--- config.mk ---
export PLATFORM = sky130hd
export DESIGN_NAME = silly_function
export DESIGN_NICKNAME = d
export VERILOG_FILES = /design/src/rtl/silly_function.sv
export SDC_FILE = /design/constraint.sdc
export NUM_CORES = 1
export LEC_CHECK = 0
export BUFFER_PORTS_ARGS = -buffer_cell sky130_fd_sc_hd__buf_4
export CORE_MARGIN = 2
export CORE_UTILIZATION = 56
export CTS_CLUSTER_SIZE = 16
export DETAILED_ROUTE_END_ITERATION = 6
export GPL_TIMING_DRIVEN = 0
export HOLD_SLACK_MARGIN = 0.15
export PLACE_DENSITY = 0.92
export REMOVE_ABC_BUFFERS = 1
export SETUP_SLACK_MARGIN = 0.3
export SYNTH_ARGS = -nofsm -noshare
export SYNTH_HDL_FRONTEND = slang
export SYNTH_SLANG_ARGS = --single-unit
--- constraint.sdc ---
create_clock -name clk -period 3.9 [get_ports clk]
set_clock_uncertainty 0.15 [all_clocks]
set_input_delay 0.585 -clock clk [delete_from_list [all_inputs] [get_ports clk]]
set_output_delay 0.585 -clock clk [all_outputs]
set_load 0.05 [all_outputs]
--- src/rtl/silly_function.sv ---
// Three-input Boolean function y = (a & ~b) | (~b & ~c), with a registered copy
// of captured results and a saturating count of captured ones.
module silly_function #(
    parameter int unsigned COUNT_W = 16
) (
    input  logic               clk,
    input  logic               reset,
    input  logic               a,
    input  logic               b,
    input  logic               c,
    output logic               y,
    input  logic               in_valid,
    output logic               y_q,
    output logic               out_valid,
    input  logic               clear,
    output logic [COUNT_W-1:0] ones_count
);

    // Truth table indexed by {a,b,c}: ones at 000, 100 and 101.
    localparam logic [7:0] TRUTH = 8'h31;

    logic [2:0] idx;

    assign idx = {a, b, c};
    assign y   = TRUTH[idx];

    // NOTE: sequential state uses non-blocking assignments so every register
    // samples pre-edge values, independent of statement order.
    always_ff @(posedge clk or negedge reset) begin
        if (!reset) begin
            y_q       <= 1'b0;
            out_valid <= 1'b0;
        end else begin
            out_valid <= in_valid;
            if (in_valid) begin
                y_q <= y;
            end
        end
    end

    // Counts the same captures that load y_q; clear wins over an increment.
    always_ff @(posedge clk or negedge reset) begin
        if (!reset) begin
            ones_count <= '0;
        end else if (clear) begin
            ones_count <= '0;
        end else if (in_valid && y && (ones_count != '1)) begin
            ones_count <= ones_count + 1'b1;
        end
    end

endmodule

Word-level counts from Yosys, hierarchy flattened
Memory sizes are Yosys's and may differ from the RTL's.
Index checks and enable logic that the tools add are counted.
- output and inout port bits: 19
- bits in registers: 18
- memory bits (read-only): 8
- logic and storage cells: 13
- input port bits: 7
- memories kept: 1
- memories (memory ; depth ; width ; rd ports ; clocked after memory_dff ; wr ports ; line ; RTL):
    (no name shown) ; 8 ; 1 ; 1 ; 0 ; 0 ; 25 ; assign y = TRUTH[idx];
- add/subtract/negate cells: 1
- reductions and logical operators: 3
- $lt $le $gt $ge: 1
- muxes and demuxes: 3
- eq/ne operators: 1
- operator list (kind ; count):
    $mux W16 ; 2
    $add A16 B1 Y16 const B ; 1
    $ne A16 B16 Y1 const B ; 1
    $lt A3 B4 Y1 const B ; 1
    $logic_and A1 B1 Y1 ; 2
    $reduce_bool A2 Y1 ; 1
    $mux W1 ; 1

Depth between registers and ports, before layout
- depth in word-level cells: 6
- depth in mapped cells: 7
- gate-level depth less buffers: 6

Worst setup path after synthesis
OpenSTA, ideal clock, no wires.
- kind: register -> register
- start: reg ones_count[0]
- end: reg ones_count[15]
- data arrival time: 1923 ps
- library setup time: 122 ps
- path slack: 1705 ps
- buffers on the path: 1
- required time: 3628 ps
- clock period less this slack: 2195 ps
- stages on the path, launching flop included: 8
- cell sequence: dfrtp_1 > ha_1 > and4_4 > and2_1 > buf_6 > a211oi_1 > a41o_1 > a21oi_1
- word-level cells in the longest chain between the ends: 3
- elaborated cells between the ends (all ways): 6
- classes of those cells: add/sub: 1; eq/ne: 1; mux: 2; reduce/logical: 2
- ends and longest elaborated chain (item ; line ; RTL):
    start, declared ; 16 ; output logic [COUNT_W-1:0] ones_count
    start signal, assigned ; 48 ; ones_count <= ones_count + 1'b1;
    $add A16 B1 Y16 or $ne A16 B16 Y1 (tied branches) ; 48, 47 ;
    $mux W16 or $logic_and A1 B1 Y1 (tied branches) ; 47 ; end else if (in_valid && y && (ones_count != '1)) begin
    $mux W16 or $reduce_bool A2 Y1 (tied branches) ; -- ;
Several ways; a longest one is shown, not always the timed one. The select of a mux whose other input is x is not followed.
A chain may end at the register's enable or synchronous reset.

Final worst setup path
Same ends and word-level chain as after synthesis.

==> impl_metrics.toml <==
[setup_path]
start_kind = "register"
ff2ff_path_depth = 6
cp_cell_sequence = "ha_1 > and4_4 > and2_1 > a211oi_1 > a41o_1 > a21oi_1"
critPathRequiredTime_ns = 3.94
reg2reg_from = "ones_count[0]"
critical_path_arrival_ns = 2.13
cp_max_fo = 7
worst_r2r_endpoint = "ones_count[15]"
slowest_stage = "dfrtp_1"
crit_path_end_kind = "register"
slowest_delay_ns = 0.45
critPathKind = "reg -> reg"
rrSetupSlack_ns = 1.82

[finish]
diodes = 0
drive_gt1_frac = 0.352
fin_nets = 134
finalNonFillerCells = 150
multi_input_area_um2 = 563
syn2layout_area_growth_pct = 21.4
regArea_um2 = 450
n_fill_cell = 138
post-route-util = 0.733

[sta]
relSlewSlack = 0.599
worstMarginPinSlew_ns = 0.602
setup_viol = 0
final_max_slew_viol_count = 0
hold_violations = 0
rsz0062_at_grt = "false"
setup_tns_ns = 0
post-route-period-util = 0.534
max_freq_mhz = 480
fin_crit_ns = 2.08

[synthesis]
synth_ff_type = "dfrtp_1"
yosysTopAreaCellShare = 0.423
synthTopCellsByArea = "dfrtp_1, xnor2_1, nor2_1, a2111oi_4, a211oi_1"
synth_edf_count = 0
yosys_warnings = 0
avgSynthCellArea_um2 = 10.7
netlist_instances = 100
netlist_top_cells_count = "dfrtp_1, nor2_1, xnor2_1"
ys_ff_latch = 18
yosysMostFrequentCell = "dfrtp_1"
syn_area_um2 = 1070
synth.distinct_cells = 36
synth.largest_area_cell = "dfrtp_1"
synth_seq_area_share = 0.423
synth_async_sr_flop_share = 1.00

[hold_path]
holdPathEnd = "out_valid"
min_path_cells = 1
holdCritStartpoint = "in_valid"
hp-class = "in -> reg"

[detailed_routing]
vias = 809
viasPerCell = 5.39
firstDrtPassIters = 3
drcViolationCount = 0
initialDrtViolationCount = 11
post_drt_wl_per_cell_um = 13.1
ant_nets = 0
wl_um = 1970

[floorplan]
num_rows = 15
core_area_um2 = 1760
start_util = 0.604
die_w_um = 47.6
die_area_um2 = 2270
ios = 26
die_height_um = 47.6

[global_routing]
grt_start_max_net_pins = 20
grt_overflow = 0
grt_pass1_wl_um = 3170
grt_pass1_vias = 706
grt_usage = 0.205
antenna_found_initial = 0

[power_and_ir_drop]
p_comb_frac = 0.116
leakage_nw = 0.565
p_int_uw = 260
ir_drop_v = 0.000209
power_uw = 348
power_frac_seq = 0.550
powerDensity_nw_per_um2 = 269
power_switching_uw = 88.5
pwr-share-clk = 0.334
swShare = 0.254

[job]
cap_violations = 0

[clocking]
cts_buffer_depth = 2
htreeDepth = 1
cts_tree = "built"
clockRootBuffer = "clkbuf_4"
clk_latency_ns = 0.30
cts.sinks = 18
cts_setup_buffers = 0
clkSlewWorstSetupHoldPaths_ns = 0.10
cts_buffers = 3

[placement]
hpwl_um = 1460
port_buffers = 25
globalplace.congestion = 0.781
placed_cells = 145

[outcome]
status = "finished, final reports clean"
[final cells by class]
type,instances,share of cell area
sequential,18,0.348
tap,25,0.0242
multi-input combinational,73,0.435
timing repair buffer,26,0.153
clock buffer,4,0.0280
inverter,4,0.0116
[what timing repair did]
item,4_1_cts,5_1_grt
hold buffers,1,0
resized for setup,0,0
endpoints found under the hold margin,18,0
[worst max path at each step]
stage / to / depth (start not counted) / slack (ns) / start
final: ones_count[15] / 6 / 1.82 / ones_count[0]
after global placement: ones_count[15] / 6 / 1.86 / ones_count[0]
after floorplan: ones_count[15] / 6 / 1.69 / ones_count[0]
after CTS: ones_count[15] / 6 / 1.82 / ones_count[0]
after global routing: ones_count[13] / 5 / 1.65 / ones_count[8]
after detailed placement: ones_count[13] / 6 / 1.82 / a
[critical path, delay by kind of cell, from the launching register on]
kind / cells / cell delay, ns
and+or+nand+nor: 2 / 0.46
adders and majority gates: 1 / 0.24
DFF: 1 / 0.45
AOI/OAI and AO/OA: 3 / 0.67
[registers in the layout, summed over array words and instances, names as in the netlist]
signal,cells
ones_count,16
y_q,1
out_valid,1
[metrics by stage]
step	cell area [um^2]	hold WS, ns	worst slack [ns]
floorplan	1030	0.139	1.69
global placement	1250	0.314	1.86
detailed placement	1250	0.315	1.82
CTS	1290	0.263	1.82
global route	1290	0.253	1.65
finish	1290	0.268	1.82
[cells in the final DEF, fill, tap and decap left out, types with 2 or more instances in the layout]
master	count
nor2b_1	2
mux2_1	2
nand2_1	4
a2111oi_4	2
xnor2_1	11
nand2_2	2
nand4_1	4
nand3_1	3
a211oi_1	4
and3_1	2
clkbuf_4	3
dfrtp_1	18
nor2_1	15
buf_4	25
nor4_1	2
inv_1	4
a21oi_1	2
[kinds of logic (layout without fill, tap and decap cells)]
| logic type | after synthesis | count (layout) | synth area share |
|---|---|---|---|
| AND/OR/NAND/NOR | 46 | 46 | 0.273 |
| XOR/XNOR | 11 | 11 | 0.0904 |
| adder cells (fa/ha/maj) | 1 | 1 | 0.0117 |
| buffers and inverters | 9 | 34 | 0.0493 |
| flip-flops | 18 | 18 | 0.423 |
| AO/OA/AOI/OAI | 12 | 12 | 0.122 |
| multiplexers | 3 | 3 | 0.0305 |
[metal layers]
metal	global-route usage	part of all wire
met5	0	0
met3	0.0491	0.042
met2	0.316	0.48
met1	0.272	0.46
met4	0.0973	0.015
[power groups by stage]
stage / clock (mW) / sequential (mW) / combinational, mW
after global placement: 0 / 0.195 / 0.0389
after detailed placement: 0 / 0.195 / 0.0400
after global routing: 0.127 / 0.192 / 0.0437
after floorplan: 0 / 0.204 / 0.0118
after CTS: 0.119 / 0.192 / 0.0410
final: 0.116 / 0.192 / 0.0402
Note: power is estimated with default switching activity, not from simulation.
